[src/rtl/cache_sched_pkg.sv]
// Shared types and constants for the two-port cache request scheduler.
// Imported by the scheduler top and its round-robin arbiter.
package cache_sched_pkg;

    typedef enum logic [1:0] {
        IDLE  = 2'd0,
        ISSUE = 2'd1,
        WAIT  = 2'd2,
        DONE  = 2'd3
    } state_t;

    localparam logic P0 = 1'b0;
    localparam logic P1 = 1'b1;

    localparam logic MODE_READ  = 1'b0;
    localparam logic MODE_WRITE = 1'b1;

endpackage

[src/rtl/cache_req_scheduler_rr_arb2.sv]
// Two-way round-robin arbiter: combinational grant from the two valids and
// the last granted port, with the last-grant register advanced on accept.
module rr_arb2
    import cache_sched_pkg::*;
(
    input  logic clk,
    input  logic rst,
    input  logic i_valid0,
    input  logic i_valid1,
    input  logic i_accept,
    output logic o_grant
);

    logic r_lastGrant;

    // On a tie the port that did not win last time gets the grant.
    always_comb begin
        o_grant = P0;
        if (i_valid0 && i_valid1) begin
            o_grant = ~r_lastGrant;
        end else if (i_valid1) begin
            o_grant = P1;
        end
    end

    always_ff @(posedge clk or posedge rst) begin
        if (rst) begin
            r_lastGrant <= P1;
        end else if (i_accept) begin
            r_lastGrant <= o_grant;
        end
    end

endmodule

[src/rtl/cache_req_scheduler.sv]
// Shares one cache between a fetch port and a load/store port: round-robin
// accept, one transaction in flight, fixed-latency wait, one response pulse.
module cache_req_scheduler
    import cache_sched_pkg::*;
#(
    parameter int ADDR_W      = 32,
    parameter int DATA_W      = 32,
    parameter int MEM_LATENCY = 1
) (
    input  logic              clk,
    input  logic              rst,
    input  logic              req0_valid,
    output logic              req0_ready,
    input  logic              req0_we,
    input  logic [ADDR_W-1:0] req0_addr,
    input  logic [DATA_W-1:0] req0_wdata,
    output logic              rsp0_valid,
    output logic [DATA_W-1:0] rsp0_rdata,
    input  logic              req1_valid,
    output logic              req1_ready,
    input  logic              req1_we,
    input  logic [ADDR_W-1:0] req1_addr,
    input  logic [DATA_W-1:0] req1_wdata,
    output logic              rsp1_valid,
    output logic [DATA_W-1:0] rsp1_rdata,
    output logic [ADDR_W-1:0] mem_address,
    output logic [DATA_W-1:0] mem_data,
    output logic              mem_mode,
    input  logic [DATA_W-1:0] mem_out
);

    localparam logic [3:0] LAT_LAST = 4'(MEM_LATENCY - 1);

    state_t            r_state;
    logic [3:0]        r_waitCnt;
    logic              r_port;
    logic              r_we;
    logic [ADDR_W-1:0] r_memAddress;
    logic [DATA_W-1:0] r_memData;
    logic              r_memMode;
    logic              r_rsp0Valid;
    logic              r_rsp1Valid;
    logic [DATA_W-1:0] r_rsp0Rdata;
    logic [DATA_W-1:0] r_rsp1Rdata;

    logic              w_grant;
    logic              w_idle;
    logic              w_ready0;
    logic              w_ready1;
    logic              w_accept;
    logic              w_reqWe;
    logic [ADDR_W-1:0] w_reqAddr;
    logic [DATA_W-1:0] w_reqWdata;
    logic [DATA_W-1:0] w_capture;

    rr_arb2 u_arb (
        .clk      (clk),
        .rst      (rst),
        .i_valid0 (req0_valid),
        .i_valid1 (req1_valid),
        .i_accept (w_accept),
        .o_grant  (w_grant)
    );

    assign w_idle     = (r_state == IDLE);
    assign w_ready0   = w_idle && (w_grant == P0);
    assign w_ready1   = w_idle && (w_grant == P1);
    assign w_accept   = (w_ready0 && req0_valid) || (w_ready1 && req1_valid);
    assign w_reqWe    = (w_grant == P1) ? req1_we    : req0_we;
    assign w_reqAddr  = (w_grant == P1) ? req1_addr  : req0_addr;
    assign w_reqWdata = (w_grant == P1) ? req1_wdata : req0_wdata;
    // A write acknowledges with its own data, a read with the cache output.
    assign w_capture  = (r_we == MODE_WRITE) ? r_memData : mem_out;

    // The mem_* registers double as the latched request; mode drops after ISSUE.
    always_ff @(posedge clk or posedge rst) begin
        if (rst) begin
            r_state      <= IDLE;
            r_waitCnt    <= '0;
            r_port       <= P0;
            r_we         <= MODE_READ;
            r_memAddress <= '0;
            r_memData    <= '0;
            r_memMode    <= MODE_READ;
            r_rsp0Valid  <= 1'b0;
            r_rsp1Valid  <= 1'b0;
            r_rsp0Rdata  <= '0;
            r_rsp1Rdata  <= '0;
        end else begin
            r_rsp0Valid <= 1'b0;
            r_rsp1Valid <= 1'b0;
            case (r_state)
                IDLE: begin
                    if (w_accept) begin
                        r_port       <= w_grant;
                        r_we         <= w_reqWe;
                        r_memAddress <= w_reqAddr;
                        r_memData    <= w_reqWdata;
                        r_memMode    <= w_reqWe;
                        r_state      <= ISSUE;
                    end
                end
                ISSUE: begin
                    r_memMode <= MODE_READ;
                    r_waitCnt <= LAT_LAST;
                    r_state   <= WAIT;
                end
                WAIT: begin
                    if (r_waitCnt == 4'd0) begin
                        if (r_port == P1) begin
                            r_rsp1Rdata <= w_capture;
                            r_rsp1Valid <= 1'b1;
                        end else begin
                            r_rsp0Rdata <= w_capture;
                            r_rsp0Valid <= 1'b1;
                        end
                        r_state <= DONE;
                    end else begin
                        r_waitCnt <= r_waitCnt - 4'd1;
                    end
                end
                DONE: begin
                    r_state <= IDLE;
                end
                default: begin
                    r_state <= IDLE;
                end
            endcase
        end
    end

    assign req0_ready  = w_ready0;
    assign req1_ready  = w_ready1;
    assign rsp0_valid  = r_rsp0Valid;
    assign rsp1_valid  = r_rsp1Valid;
    assign rsp0_rdata  = r_rsp0Rdata;
    assign rsp1_rdata  = r_rsp1Rdata;
    assign mem_address = r_memAddress;
    assign mem_data    = r_memData;
    assign mem_mode    = r_memMode;

endmodule

[config.mk]
export PLATFORM = sky130hd
export DESIGN_NAME = cache_req_scheduler
export DESIGN_NICKNAME = d
export VERILOG_FILES = /design/src/rtl/cache_sched_pkg.sv /design/src/rtl/cache_req_scheduler_rr_arb2.sv /design/src/rtl/cache_req_scheduler.sv
export SDC_FILE = /design/constraint.sdc
export NUM_CORES = 1
export LEC_CHECK = 0
export BUFFER_PORTS_ARGS = -buffer_cell sky130_fd_sc_hd__buf_4
export CAP_MARGIN = 20
export CORE_ASPECT_RATIO = 0.7
export CORE_UTILIZATION = 35
export DETAILED_ROUTE_END_ITERATION = 6
export GPL_TIMING_DRIVEN = 0
export MAX_ROUTING_LAYER = met4
export PLACE_DENSITY = 0.73
export SKIP_LAST_GASP = 1
export SYNTH_ARGS = -nofsm -noshare
export SYNTH_HDL_FRONTEND = slang
export SYNTH_SLANG_ARGS = --single-unit
export TNS_END_PERCENT = 5
[constraint.sdc]
create_clock -name clk -period 7.5 [get_ports clk]
set_input_delay 1.125 -clock clk [delete_from_list [all_inputs] [get_ports clk]]
set_output_delay 1.125 -clock clk [all_outputs]
set_load 0.02 [all_outputs]
* Yosys cells after proc, flatten, opt, wreduce, memory -nomap -nowiden *
Index checks and enable logic that the tools add are counted.
W data, S select, Z words.

word-level totals
  word-level logic and storage cells = 57
  output and inout bits = 133
  bits of input ports = 166
  register bits after elaboration = 140

operators by class
  add/subtract/negate cells = 1
  mux-type cells = 19
  reductions and logical operators = 16
  equality and inequality tests = 6
  bitwise gates (word level) = 3

operators with widths
  operator               number
  $mux W32               3
  $mux W1                10
  $pmux W2 S4            1
  $pmux W4 S2            1
  $reduce_and A2 Y1      4
  $reduce_and A3 Y1      2
  $logic_and A1 B1 Y1    5
  $eq A2 B2 Y1 const B   2
  $logic_not A4 Y1       1
  $mux W2                2
  $mux W4                1
  $ne A2 B2 Y1 const B   2
  $reduce_bool A2 Y1     2
  $sub A4 B1 Y4 const B  1
  $not A1 Y1             3
  $eq A2 B1 Y1 const B   1
  $logic_not A2 Y1       1
  $ne A2 B1 Y1 const B   1
  $pmux W1 S2            1
  $logic_or A1 B1 Y1     1

* Longest topological paths before layout *
  depth after elaboration = 8
  mapped depth = 8
  depth with buffers taken out = 5

* Cells and area by module *
Synthesis repeated with hierarchy kept, for this count alone.

unflattened totals
  cell total of the unflattened synthesis = 442
  area total of the unflattened synthesis = 6597.6 µm²

by module, submodules not included
  module               cells an instance  area an instance (µm²)  instances  seq. area each (µm²)
  cache_req_scheduler  438                6541.3                  1          3478.3
  rr_arb2              4                  56.3                    1          26.3

* Worst setup path before layout *
Ideal clock, no wire load.

  kind = in2out
  start point = in req1_valid
  end point = out req0_ready
  buffers on the path = 2
  required time = 6.375 ns
  cell stages on the path = 4
  arrival time = 2.018 ns
  path slack = 4.357 ns
  cell sequence = a21bo_2 > buf_2 > buf_1 > and2_1

on the way
  cells in the longest elaborated chain, start to end = 4
  elaborated cells on any way between the ends = 5
  classes of those cells = mux: 2; bitwise: 1; reduce/logical: 2

ends and longest elaborated chain
  what                                                   RTL line                                                              RTL
  from (decl)                                            cache_req_scheduler.sv:19                                             input logic req1_valid,
  $mux W1 / $logic_and A1 B1 Y1 (equally long branches)  cache_req_scheduler_rr_arb2.sv:21, cache_req_scheduler_rr_arb2.sv:19
  $mux W1 *                                              cache_req_scheduler_rr_arb2.sv:19                                     if (i_valid0 && i_valid1) begin
  $not A1 Y1 *                                           cache_req_scheduler.sv:66                                             assign w_ready0 = w_idle && (w_grant == P0);
  $logic_and A1 B1 Y1 *                                  cache_req_scheduler.sv:66
  to (decl)                                              cache_req_scheduler.sv:13                                             output logic req0_ready,

Mark *: on every way between the ends. The rest lies on a longest branch, timed or not.

* Worst setup path in the final report *
Ends and elaborated chain as after synthesis.

==> PnR_summary.wiki <==
{| class="wikitable"
! Metric !! Value
|-
| Final GP Congestion || 0.790
|-
| Most used flip-flop cell after synthesis || dfrtp_1
|-
| Total inserted antenna cells || 0
|-
| Yosys warnings || 0
|-
| Ys async rst share || 1.00
|-
| Routed met2 length || about 9000 um
|-
| Category of the worst setup path capture point || output port
|-
| Maximum number of pins on one net before global-route repair || 74
|-
| Maximum ir drop on the vdd rail || between 0.2 and 0.25 mV
|-
| Total negative slack || 0 ns
|-
| Static leakage || between 4 and 5 nW
|-
| Distinct cell type count of the synthesized netlist || 33
|-
| TritonCTS Buffers || 17
|-
| Commonest cells post-synth || 139 x dfrtp_1, 131 x a21oi_1, 72 x nand2_1
|-
| Worst endpoint data arrival time || between 2 and 3 ns
|-
| CTS root buffer || clkbuf_16
|-
| Count of routing violations after the opening detailed-route iteration || approximately 260
|-
| Post-Route M1 WL || a little over 9000 um
|-
| Cell accounting for the most synthesized area || dfrtp_1
|-
| Count of vias placed by the detailed router || 5473
|-
| Register bit count reported by yosys || 140
|-
| Number of cells in the finished layout apart from fillers || around 1200
|-
| Core Util, Final || 0.532
|-
| CP Launch Type || primary input
|-
| Internal power || about 2.8 mW
|-
| Switching share of power || 0.399
|-
| Total wirelength of the detailed-routed design || between 15000 and 20000 um
|-
| Placeable core area || roughly 0.018 mm^2
|-
| Cell area after placement || ~0.0090 mm^2
|-
| Hold buffers post-CTS || 0
|-
| Port Buffer Count || roughly 300
|-
| Residual overflow from global routing || 0
|-
| Synthesized net count || 756
|-
| Total routing usage reported by global routing || 0.217
|-
| Final count of pins violating max slew || 0
|-
| Combined area of all synthesized cells || 0.00642 mm^2
|-
| Total power draw || approximately 4.6 mW
|-
| DR DRC count || 0
|-
| Number of setup buffers added after CTS || 0
|-
| Final worst clock skew || 0.0123 ns
|-
| Tightest Pin Transition || around 0.72 ns
|-
| Total Nets Final || roughly 1100
|-
| Antenna violations before repair || 0
|-
| Power dissipated by switching net loads || ~1.8 mW
|-
| Hold Vio Cnt, Final || 0
|-
| Via-to-Cell Ratio || ~4.8
|-
| Final setup margin || approximately 3.7 ns
|-
| Share of cells above drive strength 1 || 0.499
|-
| Average wire length per cell after detail routing || 17.0 um
|-
| Clock tree buffer depth || 2
|-
| Minimum clock period after layout || roughly 3.8 ns
|-
| TritonCTS clock tree || built
|-
| Vertical die dimension || between 100 and 150 um
|-
| Per-instance average area after synthesis || around 11 um^2
|-
| Ranking of synthesized cells by area || dfrtp_1 54%, mux2_2 12%, a21oi_1 10%
|-
| Placed wire-length estimate || 14400 um
|-
| Flop pwr share || 0.301
|-
| Tightest slew margin relative to the limit || 0.518
|-
| Post-cts repair resize count || 0
|-
| Detail Route met3 WL || ~1400 um
|-
| Count of filler cells inserted in the layout || roughly 1600
|-
| Placed cell count || 1120
|-
| Achievable Freq || 266 MHz
|-
| Clk pwr share || 0.182
|-
| Row count || 41
|-
| Number of setup violations in the final report || 0
|-
| Fin crit share || 0.500
|-
| Share of total power in combinational logic || 0.517
|-
| EDFF count, synth || 0
|-
| First-pass GRT wire length || slightly below 30000 um
|-
| Number of max-cap violations || 0
|-
| I/O pin cnt || about 300
|-
| Data required time at the worst endpoint || 6.38 ns
|-
| Worst hold margin || 0.506 ns
|-
| Total power density per cell area || 480 mW/mm^2
|-
| Tightest Hold Check Type || reg -> reg
|-
| Count of H-tree levels built during CTS || 4
|-
| Top routing layer used || met4
|-
| Detail Route Antenna Nets || 0
|-
| Layout-stage area growth over the synthesis result || 49.2%
|-
| Iteration count of the initial detailed-routing pass || 4
|-
| Post-route design area || about 0.0096 mm^2
|-
| Clock latency at the later pin of the worst-skew pair || 0.42 ns
|-
| RSZ-0062 raised after global routing || false
|-
| Overall die area || between 0.015 and 0.02 mm^2
|-
| Status || finished clean
|-
| Dominant cell by count in the synthesized netlist || dfrtp_1
|-
| Area share of the leading cell type in the synthesized netlist || 0.542
|-
| Worst slack after detailed placement || between 3 and 4 ns
|-
| Starting Density || 0.356
|-
| Clock Sink Count || between 100 and 150
|-
| Sequential cell area fraction in the yosys report || 0.546
|-
| Via count of the first global-routing pass || around 5500
|-
| Critical path type || in -> out
|-
| Chip Width || between 150 and 200 um
|-
| Clock transition at the registers of the reported paths || around 0.06 ns
|-
| Syn Inst Count || roughly 590
|-
| Max Fanout on Critical Path || 10
|}
[worst paths after layout]
path | from | endpoint | slack (ns) | depth (start not counted)
min in group asynchronous | rst | rsp0_rdata[26] | 0.82 | 2
worst max-delay path | req1_valid | req0_ready | 3.75 | 6
worst min-delay path | rsp1_rdata[14] | rsp1_rdata[14] | 0.51 | 1
worst max register to register | r_state[0] | mem_data[3] | 5.42 | 7
worst min register to register | rsp1_rdata[14] | rsp1_rdata[14] | 0.51 | 1
max in group asynchronous | rst | u_arb.r_lastGrant | 5.84 | 3
[sequential cells by signal (all words and copies together) (netlist names), 2 cells and up]
register and flops:
r_state 2, mem_address 32, rsp0_rdata 32, rsp1_rdata 32, r_waitCnt 4, mem_data 32
[power by group through the flow]
stage                     Clock (mW)  Sequential, mW  Combinational (mW)
after global placement             0            1.38                2.37
after global routing           0.894            1.43                2.56
final                          0.839            1.38                2.38
after CTS                      0.859            1.38                2.40
after floorplan                    0            1.79                1.02
after detailed placement           0            1.39                2.40
[routing by layer]
layer  vias up  track usage
met5         -            -
met1      2644        0.279
met2       186        0.338
met4         0       0.0549
li1       2632            -
met3        11       0.0617
[layout make-up]
class	instances	area [um^2]	area share
clock buffers	20	467	0.0487
repair buffers	299	2260	0.236
multi-input cells	398	2660	0.277
inverters	7	31.3	0.00327
clock inverters	12	129	0.0135
plain buffers	40	231	0.0242
flip-flops and latches	140	3500	0.366
well taps	236	295	0.0308
[worst max-delay path, cell delays in order]
cell	delay (ns)
buf_4	0.13
a21bo_2	0.20
buf_2	0.33
buf_1	0.50
and2_1	0.20
buf_4	0.14
[cell families (layout without fill, tap and decap cells)]
| logic type | after synthesis | after routing | share of synthesized area |
|---|---|---|---|
| and+or+nand+nor | 150 | 150 | 0.0955 |
| AOI/OAI and AO/OA | 141 | 141 | 0.113 |
| adders and majority gates | 5 | 5 | 0.00975 |
| DFF | 140 | 140 | 0.546 |
| muxes | 102 | 102 | 0.195 |
| buffers and inverters | 47 | 378 | 0.0402 |
[cell usage in the layout, fill, tap and decap left out, drive strengths merged, types with 7 or more instances in the layout]
cell,Yosys,final
clkinv,0,7
nor2,66,66
clkbuf,13,33
nand2,73,73
mux2,97,97
buf,27,326
inv,7,11
a21oi,131,131
dfrtp,139,139
Note: power is estimated with default switching activity, not from simulation.
